<file path="src/rtl/up_down_counter_pkg.sv">
// Shared constants and types for the dual up/down event counter.
// Optional prescaler build: UP_DOWN_COUNTER_CLK_DIV_EN.
package up_down_counter_pkg;

  localparam int unsigned WIDTH_DEF     = 4;
  localparam int unsigned DIV_RATIO_DEF = 4;

  typedef logic [WIDTH_DEF-1:0] count_t;

  localparam count_t UP_RST   = '0;
  localparam count_t DOWN_RST = '1;

endpackage : up_down_counter_pkg

</file>
<file path="src/rtl/up_down_counter_clk_div_tick.sv">
// Prescaler: counts enabled cycles 0..DIV_RATIO-1 and flags the wrapping cycle.
// Instantiated only when UP_DOWN_COUNTER_CLK_DIV_EN is defined.
module clk_div_tick
  import up_down_counter_pkg::*;
#(
  parameter int unsigned DIV_RATIO = DIV_RATIO_DEF
) (
  input  logic clk,
  input  logic rst,
  input  logic enable,
  output logic tick_c
);

  localparam int unsigned CW = (DIV_RATIO > 2) ? $clog2(DIV_RATIO) : 1;

  logic [CW-1:0] cnt;
  logic [CW-1:0] cnt_nxt;

  // Tick is high in the cycle whose edge wraps the prescaler back to 0.
  assign tick_c = enable && (cnt == CW'(DIV_RATIO - 1));

  always_comb begin
    cnt_nxt = cnt;
    if (enable) begin
      cnt_nxt = tick_c ? '0 : cnt + CW'(1);
    end
  end

  always_ff @(posedge clk) begin
    if (!rst) begin
      cnt <= '0;
    end else begin
      cnt <= cnt_nxt;
    end
  end

endmodule : clk_div_tick

</file>
<file path="src/rtl/up_down_counter.sv">
// Dual event counter: sel picks whether the up or the down register advances.
// Define UP_DOWN_COUNTER_CLK_DIV_EN to pace steps with a DIV_RATIO prescaler.
module up_down_counter
  import up_down_counter_pkg::*;
#(
  parameter int unsigned WIDTH     = WIDTH_DEF,
  parameter int unsigned DIV_RATIO = DIV_RATIO_DEF
) (
  input  logic             clk,
  input  logic             rst,
  input  logic             enable,
  input  logic             sel,
  output logic [WIDTH-1:0] count_up,
  output logic [WIDTH-1:0] count_down,
  output logic             tc_up,
  output logic             tc_down
);

  // Reset words are uniform bit patterns, so they stretch to any WIDTH.
  localparam logic [WIDTH-1:0] UP_RST_W   = {WIDTH{UP_RST[0]}};
  localparam logic [WIDTH-1:0] DOWN_RST_W = {WIDTH{DOWN_RST[0]}};

  logic             step_c;
  logic [WIDTH-1:0] up_nxt;
  logic [WIDTH-1:0] down_nxt;

`ifdef UP_DOWN_COUNTER_CLK_DIV_EN
  logic div_tick_c;

  clk_div_tick #(
    .DIV_RATIO (DIV_RATIO)
  ) u_clk_div_tick (
    .clk    (clk),
    .rst    (rst),
    .enable (enable),
    .tick_c (div_tick_c)
  );

  assign step_c = enable && div_tick_c;
`else
  assign step_c = enable;
`endif

  always_ff @(posedge clk) begin
    assert (DIV_RATIO >= 2) else $error("up_down_counter: DIV_RATIO must be >= 2");
  end

  // A non-1 sel (including X) falls through to the up-count branch.
  always_comb begin
    up_nxt   = count_up;
    down_nxt = count_down;
    if (step_c) begin
      if (sel) begin
        down_nxt = count_down - WIDTH'(1);
      end else begin
        up_nxt = count_up + WIDTH'(1);
      end
    end
  end

  // Flags decode the next count so they line up with the registers they describe.
  always_ff @(posedge clk) begin
    if (!rst) begin
      count_up   <= UP_RST_W;
      count_down <= DOWN_RST_W;
      tc_up      <= 1'b0;
      tc_down    <= 1'b0;
    end else begin
      count_up   <= up_nxt;
      count_down <= down_nxt;
      tc_up      <= (up_nxt == '1);
      tc_down    <= (down_nxt == '0);
    end
  end

endmodule : up_down_counter

</file>
<file path="config.mk">
export PLATFORM = sky130hd
export DESIGN_NAME = up_down_counter
export DESIGN_NICKNAME = d
export VERILOG_FILES = /design/src/rtl/up_down_counter_pkg.sv /design/src/rtl/up_down_counter_clk_div_tick.sv /design/src/rtl/up_down_counter.sv
export SDC_FILE = /design/constraint.sdc
export NUM_CORES = 1
export LEC_CHECK = 0
export ABC_AREA = 0
export CAP_MARGIN = 20
export CORE_AREA = 3 3 40 42
export CTS_CLUSTER_DIAMETER = 40
export CTS_CLUSTER_SIZE = 16
export DETAILED_ROUTE_END_ITERATION = 8
export DIE_AREA = 0 0 43 45
export MAX_ROUTING_LAYER = met4
export PLACE_DENSITY_LB_ADDON = 0.3
export SYNTH_ARGS = -nofsm -noshare
export SYNTH_HDL_FRONTEND = slang
export SYNTH_SLANG_ARGS = --single-unit
export TNS_END_PERCENT = 100
</file>
<file path="constraint.sdc">
create_clock -name clk -period 1.4 [get_ports clk]
set_input_delay 0.42 -clock clk [delete_from_list [all_inputs] [get_ports clk]]
set_output_delay 0.42 -clock clk [all_outputs]
set_load 0.01 [all_outputs]
</file>
# == Word-level counts from Yosys, hierarchy flattened ==
# Cells that the tools add are included.
# word_totals
reg_bits,10
out_inout_bits,10
# op_classes
n_reduce_logical,1
add_sub_neg,2
muxes,4
eq_ne,1
# op_table
operator,n
4-bit two-way mux,4
4-bit by 1-bit adder with 4-bit output (second input constant),1
4-bit equality test (second input constant),1
4-bit logical NOT,1
4-bit by 1-bit subtractor with 4-bit output (second input constant),1

# == Depth between registers and ports, before layout ==
# depth
word_depth,4
ltp_mapped,5
mapped_depth_nobuf,5

# == Worst setup path before layout ==
# No wires, ideal clock.
# synth_path
path_type,input-to-reg
start,input sel
end,register tc_up
n_path_buf,0
slack_ns,0.040
t_required_ns,1.297
setup_time_ns,0.103
arrival_time_ns,1.256
path_stages,3
path_cell_list,nand2b_4 > or3_4 > a2111oi_2
# synth_between
elab_chain_len,3
# synth_lines
item,line,rtl
from (decl),up_down_counter.sv:12,"input logic sel,"
4-bit two-way mux,up_down_counter.sv:53,if (sel) begin
4-bit two-way mux,up_down_counter.sv:52,if (step_c) begin
4-bit equality test,up_down_counter.sv:71,tc_up <= (up_nxt == '1);
to (signal assigned),up_down_counter.sv:71,
to (decl),up_down_counter.sv:15,"output logic tc_up,"
# Every way passes these cells.
# A chain may end at the register's enable or synchronous reset.

# == Worst setup path in the final report ==
# layout_path
start,register count_down[2]
end,output count_down[2]
# layout_rtl
item,line,rtl
from (decl),up_down_counter.sv:14,"output logic [WIDTH-1:0] count_down,"
from (signal assigned),up_down_counter.sv:70,count_down <= down_nxt;
# No word-level cell between the ends.

==> impl_metrics.yaml <==
worst_hold_path:
  whs_endpoint: "tc_down$_SDFF_PN0_"
  hp-start: "count_down[3]$_SDFF_PN1_"
  hold_path_depth: 1
  hold_path.class: "reg -> reg"
setup_path:
  rr_startpoint: "count_up[1]$_SDFF_PN0_"
  crit_family: "flip-flops"
  crit_slowest_cell: "dfxtp_1"
  slowest_delay_ps: 380
  reg2reg_depth: 4
  crit_fanout: 4
  critPathBufInv: 1
  regToRegSetupSlack_ps: 60
  cp_cell_sequence: "dlygate4sd2_1"
  worst-path-stages: 1
  arrival_ps: 930
  startpoint_type: "flip-flop"
  r2r-end: "tc_up$_SDFF_PN0_"
  worst-setup-path-type: "reg -> out"
  endpoint_kind: "output port"
  critPathRequiredTime_ps: 980
sta:
  slew_violations: 0
  tightest_slew_ps: 283
  post-route-period-util_pct: 96.2
  hold_slack_ps: 482
  fin_skew_ps: 3.65
  rsz0062_at_grt: "no"
  setup_viol: 0
  min_period_ps: 1350
  fin_setup_tns_ps: 0
  hold_violations: 0
  slew_headroom_pct: 81.1
  fmax_mhz: 742
placement:
  place_area_um2: 643
  gp_congestion: 0.819
  numPortBuffers: 13
  hpwl_um: 700
cts:
  post_cts_buffers: 0
  clk_path_buf_depth: 2
  clkTransAtPathRegs_ps: 70
  htreeDepth: 1
  cts_root_buffer: "clkbuf_4"
  cts_made_buffers: 3
  clk_latency_ps: 270
  cts_sinks: 10
  cts_tree: "built"
die:
  io-pin-count: 14
  die_y_um: 45
  die_w_um: 43
  fp-row-count: 13
  die_area_um2: 1940
  core_area_um2: 1280
  start_util_pct: 35.0
run_status:
  status: "complete, no violations"
route:
  routed_via_density: 4.81
  totalWireLength_um: 935
  wl_per_cell_um: 11.3
  drt_iter0_drc: 5
  postRouteAntennaNets: 0
  drc: 0
  num_vias: 399
  first_pass_iters: 4
grt:
  grt_pass1_vias: 338
  grt_pass1_wl_um: 1480
  grt_max_degree: 8
  globalRoute.totalOverflow: 0
  antenna_found_initial: 0
  grtUsageTotal_pct: 11.2
synthesis:
  synth_nets: 51
  yosys_warnings: 0
  synth-seq-cells: 10
  syn_inst: 45
  yosysSeqAreaShare_pct: 44.6
  synth.avg_cell_area_um2: 9.98
  syn_area_um2: 449
  synth_cell_type_count: 22
run:
  drv_cap: 0
finish:
  drive_gt1_share_pct: 29.4
  diodes: 0
  final_cell_mix: "dlygate4sd2_1, dfxtp_1, buf_4"
  fin_util_pct: 53.5
  area_delta_synth_final_pct: 52.9
  nets: 75
  final_common_cell: "dlygate4sd2_1"
  design_area_um2: 687
power_and_ir_drop:
  power.leakage_nw: 0.314
  power.density_nw_per_um2: 939
  finalPower_w: 0.000645
  vdd_ir_drop_max_mv: 0.445
-- metal layers --
metal / vias to the layer above / share of wire (%) / track usage, %
met3: 2 / 4.5 / 3.59
met1: 179 / 52 / 15.5
met4: 0 / 1.7 / 9.04
met2: 11 / 42 / 12.6
li1: 207 / - / -
met5: - / 0 / -
-- per-stage QoR --
stage,instances,setup slack [ps]
floorplan,45,40.4
global placement,79,-429
detailed placement,79,-449
CTS,83,38.5
global route,83,0.562
finish,83,52.6
-- kinds of logic (layout without fill, tap and decap cells) --
| logic type | Yosys count | count (layout) | share of synthesized area [%] |
|---|---|---|---|
| AOI/OAI and AO/OA | 9 | 9 | 12.8 |
| adders and majority gates | 2 | 2 | 5.57 |
| DFF | 10 | 10 | 44.6 |
| and+or+nand+nor | 16 | 16 | 24.2 |
| muxes | 2 | 2 | 4.46 |
| buffers and inverters | 3 | 26 | 2.51 |
| xor gates and xnor gates | 3 | 3 | 5.85 |
-- cell usage after synthesis --
master / instances / area [µm²]
mux2i_1: 2 / 20.0
o21ai_1: 2 / 10.0
nand2b_4: 1 / 13.8
and3_2: 1 / 7.51
dfxtp_1: 10 / 200
nor3_1: 1 / 5.00
a31oi_1: 2 / 12.5
or3_1: 2 / 12.5
and4_2: 1 / 10.0
nand3_1: 2 / 10.0
nand3b_1: 1 / 7.51
xnor2_1: 1 / 8.76
nor2_1: 3 / 11.3
a21oi_1: 2 / 10.0
xor2_1: 2 / 17.5
ha_1: 2 / 25.0
nand2_1: 2 / 7.51
o21ai_0: 2 / 10.0
inv_1: 3 / 11.3
and4bb_2: 1 / 12.5
or3_4: 1 / 11.3
a2111oi_2: 1 / 15.0
-- sequential cells by signal, summed over array words and instances (netlist names) --
register / count
tc_down: 1
tc_up: 1
count_down: 4
count_up: 4
-- power breakdown --
group	internal, W	switching, W	leakage [nW]
clock network	0.000158	0.000107	0.0210
registers	0.000293	0.00000707	0.0816
logic	0.0000422	0.0000382	0.211
total	0.000493	0.000152	0.314
-- timing repair --
action                                  in CTS  in global routing
hold buffers                                 0                  0
pin swaps                                    1                  0
endpoints found under the setup margin      12                  3
gates resized for setup                     14                  3
-- worst max-delay path by stage --
stage | from | endpoint | slack, ps
global placement | enable | tc_up$_SDFF_PN0_ | -430
floorplan | sel | tc_up$_SDFF_PN0_ | 40
CTS | count_down[2]$_SDFF_PN1_ | count_down[2] | 40
global route | count_down[2]$_SDFF_PN1_ | count_down[2] | 0.6
finish | count_down[2]$_SDFF_PN1_ | count_down[2] | 50
detailed placement | enable | tc_up$_SDFF_PN0_ | -450
-- cell type report --
class,instances,area [µm²]
Fill cell,120,598
Multi-Input combinational cell,32,256
Tap cell,15,18.8
Clock buffer,4,36.3
Inverter,3,11.3
Timing Repair Buffer,19,160
Sequential cell,10,204
No activity file was read; power rests on OpenSTA's default activity.
